[config.mk]
export PLATFORM = sky130hd
export DESIGN_NAME = video_timing_gen
export DESIGN_NICKNAME = d
export VERILOG_FILES = /design/src/rtl/video_timing_gen.sv
export SDC_FILE = /design/constraint.sdc
export NUM_CORES = 1
export LEC_CHECK = 0
export BUFFER_PORTS_ARGS = -buffer_cell sky130_fd_sc_hd__buf_4
export CAP_MARGIN = 20
export CORE_MARGIN = 5
export CORE_UTILIZATION = 41
export DETAILED_ROUTE_END_ITERATION = 8
export HOLD_SLACK_MARGIN = 0.15
export PLACE_DENSITY = 0.64
export SLEW_MARGIN = 20
export SYNTH_ARGS = -nofsm -noshare
export SYNTH_HDL_FRONTEND = slang
export SYNTH_SLANG_ARGS = --single-unit
[constraint.sdc]
create_clock -name pixel_clk -period 2.8 [get_ports pixel_clk]
set_input_delay 0.14 -clock pixel_clk [delete_from_list [all_inputs] [get_ports pixel_clk]]
set_output_delay 0.14 -clock pixel_clk [all_outputs]
set_load 0.005 [all_outputs]
[src/rtl/video_timing_gen.sv]
// Raster timing generator: registered sync/enable/position decode from next-position
// counters, plus a re-timing delay line so *_d sync lines up with the downstream pipeline.
module video_timing_gen #(
  parameter int H_ACTIVE   = 640,
  parameter int H_FP       = 16,
  parameter int H_SYNC     = 96,
  parameter int H_BP       = 48,
  parameter int V_ACTIVE   = 480,
  parameter int V_FP       = 10,
  parameter int V_SYNC     = 2,
  parameter int V_BP       = 33,
  parameter int HSYNC_POL  = 0,
  parameter int VSYNC_POL  = 0,
  parameter int PIPE_DELAY = 4
) (
  input  logic        pixel_clk,
  input  logic        reset_n,
  input  logic        enable,
  output logic        hsync,
  output logic        vsync,
  output logic        de,
  output logic [11:0] x,
  output logic [11:0] y,
  output logic        frame_start,
  output logic        line_start,
  output logic        hsync_d,
  output logic        vsync_d,
  output logic        de_d
);

  localparam int H_TOTAL = H_ACTIVE + H_FP + H_SYNC + H_BP;
  localparam int V_TOTAL = V_ACTIVE + V_FP + V_SYNC + V_BP;

  localparam logic [11:0] H_ACT_W  = 12'(H_ACTIVE);
  localparam logic [11:0] H_SS_W   = 12'(H_ACTIVE + H_FP);
  localparam logic [11:0] H_SE_W   = 12'(H_ACTIVE + H_FP + H_SYNC);
  localparam logic [11:0] H_LAST_W = 12'(H_TOTAL - 1);
  localparam logic [11:0] V_ACT_W  = 12'(V_ACTIVE);
  localparam logic [11:0] V_SS_W   = 12'(V_ACTIVE + V_FP);
  localparam logic [11:0] V_SE_W   = 12'(V_ACTIVE + V_FP + V_SYNC);
  localparam logic [11:0] V_LAST_W = 12'(V_TOTAL - 1);

  localparam logic HS_ON = (HSYNC_POL != 0);
  localparam logic VS_ON = (VSYNC_POL != 0);

  typedef struct packed {
    logic hs;
    logic vs;
    logic de;
  } sync_t;

  localparam sync_t SYNC_IDLE = '{hs: ~HS_ON, vs: ~VS_ON, de: 1'b0};

  logic [11:0] h_cnt_q, h_cnt_d;
  logic [11:0] v_cnt_q, v_cnt_d;
  logic [11:0] x_q, x_d;
  logic [11:0] y_q, y_d;
  sync_t       sync_q, sync_d;
  logic        fs_q, fs_d;
  logic        ls_q, ls_d;
  logic        h_in_sync, v_in_sync;

  always_comb begin
    h_cnt_d   = h_cnt_q;
    v_cnt_d   = v_cnt_q;
    x_d       = x_q;
    y_d       = y_q;
    sync_d    = sync_q;
    fs_d      = 1'b0;
    ls_d      = 1'b0;
    h_in_sync = (h_cnt_q >= H_SS_W) && (h_cnt_q < H_SE_W);
    v_in_sync = (v_cnt_q >= V_SS_W) && (v_cnt_q < V_SE_W);
    if (enable) begin
      x_d       = h_cnt_q;
      y_d       = v_cnt_q;
      sync_d.de = (h_cnt_q < H_ACT_W) && (v_cnt_q < V_ACT_W);
      sync_d.hs = h_in_sync ? HS_ON : ~HS_ON;
      sync_d.vs = v_in_sync ? VS_ON : ~VS_ON;
      ls_d      = (h_cnt_q == 12'd0);
      fs_d      = (h_cnt_q == 12'd0) && (v_cnt_q == 12'd0);
      // End of frame wraps both counters in the same cycle.
      if (h_cnt_q == H_LAST_W) begin
        h_cnt_d = 12'd0;
        v_cnt_d = (v_cnt_q == V_LAST_W) ? 12'd0 : v_cnt_q + 12'd1;
      end else begin
        h_cnt_d = h_cnt_q + 12'd1;
      end
    end
  end

  always_ff @(posedge pixel_clk or negedge reset_n) begin
    if (!reset_n) begin
      h_cnt_q <= '0;
      v_cnt_q <= '0;
      x_q     <= '0;
      y_q     <= '0;
      sync_q  <= SYNC_IDLE;
      fs_q    <= 1'b0;
      ls_q    <= 1'b0;
    end else begin
      h_cnt_q <= h_cnt_d;
      v_cnt_q <= v_cnt_d;
      x_q     <= x_d;
      y_q     <= y_d;
      sync_q  <= sync_d;
      fs_q    <= fs_d;
      ls_q    <= ls_d;
    end
  end

  assign hsync       = sync_q.hs;
  assign vsync       = sync_q.vs;
  assign de          = sync_q.de;
  assign x           = x_q;
  assign y           = y_q;
  assign frame_start = fs_q;
  assign line_start  = ls_q;

  generate
    if (PIPE_DELAY == 0) begin : g_nodly
      assign hsync_d = sync_q.hs;
      assign vsync_d = sync_q.vs;
      assign de_d    = sync_q.de;
    end else begin : g_dly
      sync_t [PIPE_DELAY-1:0] dly_q, dly_d;

      // Shifts only on enabled edges so the delay tracks raster position, not time.
      always_comb begin
        dly_d = dly_q;
        if (enable) begin
          dly_d[0] = sync_q;
          for (int i = 1; i < PIPE_DELAY; i++) dly_d[i] = dly_q[i-1];
        end
      end

      always_ff @(posedge pixel_clk or negedge reset_n) begin
        if (!reset_n) dly_q <= {PIPE_DELAY{SYNC_IDLE}};
        else          dly_q <= dly_d;
      end

      assign hsync_d = dly_q[PIPE_DELAY-1].hs;
      assign vsync_d = dly_q[PIPE_DELAY-1].vs;
      assign de_d    = dly_q[PIPE_DELAY-1].de;
    end
  endgenerate

endmodule

==> metrics.cfg, run 1 <==
[outcome]
status=complete, no violations

[clocking]
cts_resized=0
post_cts_buffers=0
clk_pin_slew_ns=0.07
cts_tree=done
clk_latency_ns=0.36
cts_buffers=9
cts_root_buf=clkbuf_8
clockBufferDepth=2
cts_hold_buf=2
cts_max_level=3
cts_sinks=65

[sta]
relSlewSlack_pct=46.1
rsz0062_at_grt=no
slew_viol_final=0
finalSetupTns_ns=0
setup_ws_ns=0.909
fin_crit_sh_pct=67.5
fmaxAchievable_mhz=529
timing.final.hold_violations=0
max_slew.worst_pin.slew_ns=0.809
clock_skew_ns=0.0113
fin_hold_ws_ns=0.422
setup_viol=0
period_minus_slack_ns=1.89

[placed_design]
io_buffers=34
place_area_mm2=0.00328
hpwlAfterDp_um=3670
dp_slack_ns=0.945
place_congestion=0.853

[detailed_routing]
finalWirelength_um=5600
routed_via_density=5.11
vias=1935
ant_nets=0
drc=0
drtIter0Drc=111
avgRoutedWirePerCell_um=14.8
first_pass_iters=4

[die]
coreArea_mm2=0.00718
rows=31
die_h_um=95.5
start_util_pct=41.8
die_w_um=95.5
ioPinCount=35
die_area_mm2=0.00913

[setup_path]
crit_path_max_incr_delay_ns=0.42
rr_startpoint=v_cnt_q[0]
worst_path_max_delay_cell=dfrtp_1
crit_path_cell_trace=inv_1 -> ha_1 -> nor2b_1 -> nand4_1 -> a21o_1 -> a32o_1
arrival_ns=2.13
critPathLaunch=v_cnt_q[0]
cp.required_ns=3.04
critical_path_class=flop to flop
worst-path-max-fanout=11
ff2ff_path_depth=6
critPathLaunchType=flop
endpoint_kind=flop

[synthesis]
seq_area_frac_synth_pct=54.6
synth_largest_area_cell=dfrtp_1
synth.area.top_cells=dfrtp_1 46%, mux2_2 14%, dfstp_2 8.8%
synth_area_per_cell_um2=12.4
synthFlopType=dfrtp_1
yosysWarningCount=0
ys_ff_latch=65
synth_edf_count=0
syn_inst=242
synth_top_area_share_pct=45.9
synth_cell_types=45
synth_most_common_cell=dfrtp_1
synth_nets=250
mappedNetlistArea_mm2=0.00300
synth_common_cells=55 x dfrtp_1, 37 x mux2_2, 12 x nor2_1
async_reset_ff_share_pct=100

[power_and_ir_drop]
combPwrFrac_pct=10.8
seq_power_share_pct=51.6
p_per_area_mw_per_mm2=614
p_int_mw=1.56
switching_share_pct=27.4
pwr-share-clk_pct=37.6
irDropWorstVdd_mv=0.358
switchingPower_mw=0.589
cellLeakagePower_nw=1.65

[layout]
fin_util_pct=48.9
syn_to_final_growth_pct=16.8
fillers=661
seq_area_mm2=0.00164
diodes=0
fin_nets=283
final_area_mm2=0.00351
drive_gt1_share_pct=38.9
multi_input_area_mm2=0.00122

[global_routing]
grt_max_degree=66
grt-ovfl-total=0
grt_pass1_wl_um=9530
grt_pass1_vias=1965
antenna_found_initial=0
grt_usage_pct=13.8

[hold_path]
worstHoldPathType=primary input to async pin

[job]
drv_cap=0

[power by group through the flow]
| stage | Combinational (mW) | Sequential, mW | Clock, mW |
|---|---|---|---|
| after detailed placement | 0.235 | 1.13 | 0 |
| after CTS | 0.239 | 1.11 | 0.841 |
| after floorplan | 0.192 | 1.07 | 0 |
| final | 0.232 | 1.11 | 0.811 |
| after global placement | 0.230 | 1.12 | 0 |
| after global routing | 0.257 | 1.13 | 0.893 |
[kinds of logic (layout without fill, tap and decap cells)]
logic type / count (synthesis) / after routing / synth area share (%)
AND/OR/NAND/NOR: 74 / 74 / 15.3
multiplexers: 41 / 41 / 15.2
flip-flops: 65 / 65 / 54.6
AO/OA/AOI/OAI: 21 / 21 / 4.88
adder cells (fa/ha/maj): 5 / 5 / 2.09
XOR/XNOR: 11 / 11 / 3.21
buffers and inverters: 25 / 63 / 4.71
[state kept, by name, indices dropped and copies added (netlist names)]
signal and count:
h_cnt_q 12, v_cnt_q 12, x 12, y 12, g_dly.dly_q 9, de 1, de_d 1, frame_start 1
hsync 1, hsync_d 1, line_start 1, vsync 1, vsync_d 1
[final cells by class]
| class | count | share of cell area [%] |
|---|---|---|
| clock buffer | 9 | 3.53 |
| timing repair buffer | 37 | 8.07 |
| multi-input combinational | 152 | 34.8 |
| sequential | 65 | 46.8 |
| inverter | 10 | 1.07 |
| clock inverter | 7 | 2.25 |
| tap | 99 | 3.53 |
[metal layers]
metal  wire length (um)  track usage, %  vias to the layer above
met5                  0               0                        -
met4                101            6.04                        0
li1                   -               -                      932
met3                266            4.97                        8
met2               2510            20.3                       37
met1               2730            18.4                      958
[through the flow]
stage | total power [mW] | cells
final | 2.15 | 379
after global routing | 2.28 | 379
after CTS | 2.19 | 379
after detailed placement | 1.36 | 361
after global placement | 1.35 | 361
after floorplan | 1.27 | 242
[critical path: cells and delay by family, from the launching register on]
| family | cells | cell delay, ns |
|---|---|---|
| AND/OR/NAND/NOR | 2 | 0.56 |
| AO/OA/AOI/OAI | 2 | 0.49 |
| flip-flops | 1 | 0.42 |
| adder cells (fa/ha/maj) | 1 | 0.16 |
| buffers and inverters | 1 | 0.14 |
[layout by cell type, fill, tap and decap left out, types with 2 or more instances in the layout]
cell type / synthesis / layout
nor3_2: 3 / 3
clkbuf_8: 0 / 9
nor2_1: 12 / 12
xnor2_1: 5 / 5
ha_1: 5 / 5
a21o_1: 3 / 3
nand2_1: 10 / 10
nand3_1: 10 / 10
dfstp_2: 10 / 10
nor2b_1: 2 / 2
and2_1: 2 / 2
buf_4: 4 / 35
dlygate4sd3_1: 0 / 2
nand4_1: 10 / 10
clkinv_4: 0 / 3
and4_1: 3 / 3
mux2i_1: 4 / 4
and3_2: 2 / 2
dfrtp_1: 55 / 55
and3_1: 4 / 4
inv_6: 0 / 2
mux2_2: 37 / 37
o21ai_0: 6 / 6
inv_1: 10 / 10
nor3_1: 3 / 3
nor4_1: 4 / 4
xor2_1: 6 / 6
a21oi_1: 3 / 3
[worst paths after layout]
| kind | endpoint | slack, ns |
|---|---|---|
| setup / recovery | v_cnt_q[10] | 0.91 |
| hold / removal | y[5] | 0.42 |
| setup reg to reg | v_cnt_q[10] | 0.91 |
| hold reg to reg | g_dly.dly_q[0] | 0.50 |
| max in group asynchronous | y[0] | 1.85 |
| min in group pixel_clk | g_dly.dly_q[0] | 0.50 |
Power figures use the tool's default switching activity.
==> run 2: changes to the inputs <==
Settings changed: PLACE_DENSITY 0.64 to 0.67.
Clock period 2.8 ns to 1.7 ns, I/O delays scaled along.
==> metrics.cfg, run 2 (synthesis gave the netlist of run 1 again) <==
[outcome]
status=complete, no violations

[setup_path]
cp.required_ns=1.94  ; -1.10 ns
critPathLaunch=h_cnt_q[11]
crit_path_cell_trace=nor4_4 -> and4_2 -> o21ai_2 -> a22o_1
path_buf_inv=0  ; -1
critPathLaunchType=flop
worst-path-max-fanout=10  ; -1
worst_path_max_delay_cell=dfrtp_1
rr_startpoint=h_cnt_q[11]
endpoint_kind=flop
critPathTopFamily=simple AND/OR/NAND/NOR gates
critical_path_class=flop to flop
crit_path_max_incr_delay_ns=0.41  ; about the same
ff2ff_setup_slack_ns=0.13  ; -0.77 ns
arrival_ns=1.81  ; -0.32 ns

[layout]
fin_nets=306  ; +8.1%
diodes=0  ; unchanged
stdcell_count=402  ; +6.1%
multi_input_area_mm2=0.00124  ; +1.5%
syn_to_final_growth_pct=22.5
seq_area_mm2=0.00164  ; unchanged
final_cell_mix=55 x dfrtp_1, 55 x buf_4, 37 x mux2_2, 12 x nor2_1
fillers=673  ; +1.8%
drive_gt1_share_pct=42.9  ; +4.0 points

[detailed_routing]
drtIter0Drc=56  ; -50%
finalWirelength_um=5600  ; about the same
first_pass_iters=4  ; unchanged
drc=0  ; unchanged
ant_nets=0  ; unchanged
vias=2028  ; +4.8%
routed_via_density=5.04  ; -1.2%
avgRoutedWirePerCell_um=13.9  ; -5.8%

[clocking]
clk_pin_slew_ns=0.08  ; about the same
cts_max_level=3  ; unchanged
cts_root_buf=clkbuf_8
clockBufferDepth=2  ; unchanged
cts_tree=done
cts_sinks=65  ; unchanged
cts_buffers=9  ; unchanged
clk_latency_ns=0.35  ; about the same

[sta]
timing.final.hold_violations=0  ; unchanged
fin_hold_ws_ns=0.208  ; -0.213 ns
relSlewSlack_pct=71.3  ; +25 points
fmaxAchievable_mhz=639  ; +21%
rsz0062_at_grt=no
period_minus_slack_ns=1.57  ; -0.325 ns
setup_viol=0  ; unchanged
max_slew.worst_pin.slew_ns=0.431  ; -0.377 ns
fin_crit_sh_pct=92.1  ; +25 points
clock_skew_ns=0.0197  ; +0.00840 ns
slew_viol_final=0  ; unchanged
finalSetupTns_ns=0  ; unchanged

[die]
die_h_um=95.5  ; unchanged
die_area_mm2=0.00913  ; unchanged
ioPinCount=35  ; unchanged
coreArea_mm2=0.00718  ; unchanged
rows=31  ; unchanged
die_w_um=95.5  ; unchanged
start_util_pct=41.8  ; unchanged

[placed_design]
placedCellCount=384  ; +6.4%
hpwlAfterDp_um=3990  ; +8.9%
place_congestion=0.778  ; -8.8%
io_buffers=34  ; unchanged

[global_routing]
grt_usage_pct=13.7  ; -0.12 points
grt-ovfl-total=0  ; unchanged
grt_max_degree=37  ; -44%
grt_pass1_vias=2011  ; +2.3%
antenna_found_initial=0  ; unchanged
grt_pass1_wl_um=9540  ; about the same

[power_and_ir_drop]
totalPowerFinal_mw=3.41  ; +58%
cellLeakagePower_nw=1.77  ; +7.3%
irDropWorstVdd_mv=0.545  ; +52%
p_per_area_mw_per_mm2=926  ; +51%

[job]
drv_cap=0  ; unchanged

[hold_path]
worstHoldPathType=primary input to async pin

==> run 2: changes by cell type in the layout (fill, tap and decap cells not counted), sizes merged <==
cell	change
clkbuf	+6
buf	+23
inv	-2
bufinv	-1
clkinv	-3
==> run 2: final timing paths <==
path / to / cells past startpoint
max reg2reg: h_cnt_q[9] / 4
min reg2reg: hsync / 2
min: x[2] / 2
max in group asynchronous: g_dly.dly_q[5] / 3
max: h_cnt_q[9] / 4
min in group pixel_clk: hsync / 2
==> run 2: per-stage QoR <==
stage / setup WS, ns / instance area [um^2] / utilization, %
after floorplan: 0.184 / 3000 / -
after global placement: 0.0640 / 3470 / 48.3
after detailed placement: 0.0470 / 3470 / 48.3
after CTS: 0.0424 / 3650 / 50.9
after global routing: 0.00678 / 3680 / 51.2
final: 0.135 / 3680 / 51.2
==> run 2: per-layer routing <==
metal | GRT usage, % | wire length, um | vias up | share of wire [%]
li1 | - | - | 981 | -
met1 | 18.8 | 2800 | 1003 | 50
met4 | 7.11 | 109 | 0 | 1.9
met2 | 19.9 | 2480 | 35 | 44
met3 | 3.55 | 214 | 9 | 3.8
met5 | 0 | 0 | - | 0
==> run 2: layout make-up <==
type | instances | share of cell area (%)
flip-flops and latches | 65 | 44.6
multi-input cells | 152 | 33.7
repair buffers | 60 | 12.9
clock buffers | 15 | 4.25
well taps | 99 | 3.37
inverters | 10 | 1.02
clock inverters | 1 | 0.136
==> run 2: what timing repair did <==
action,CTS,global route
buffers inserted,0,0
hold buffers,2,0
resized for setup,0,7
setup endpoints to repair,0,6
hold endpoints to repair,60,0
==> run 2: where the power goes <==
group / internal, mW / switching, mW
Sequential: 1.67 / 0.0593
Clock: 0.570 / 0.539
Combinational: 0.298 / 0.270
Total: 2.54 / 0.868
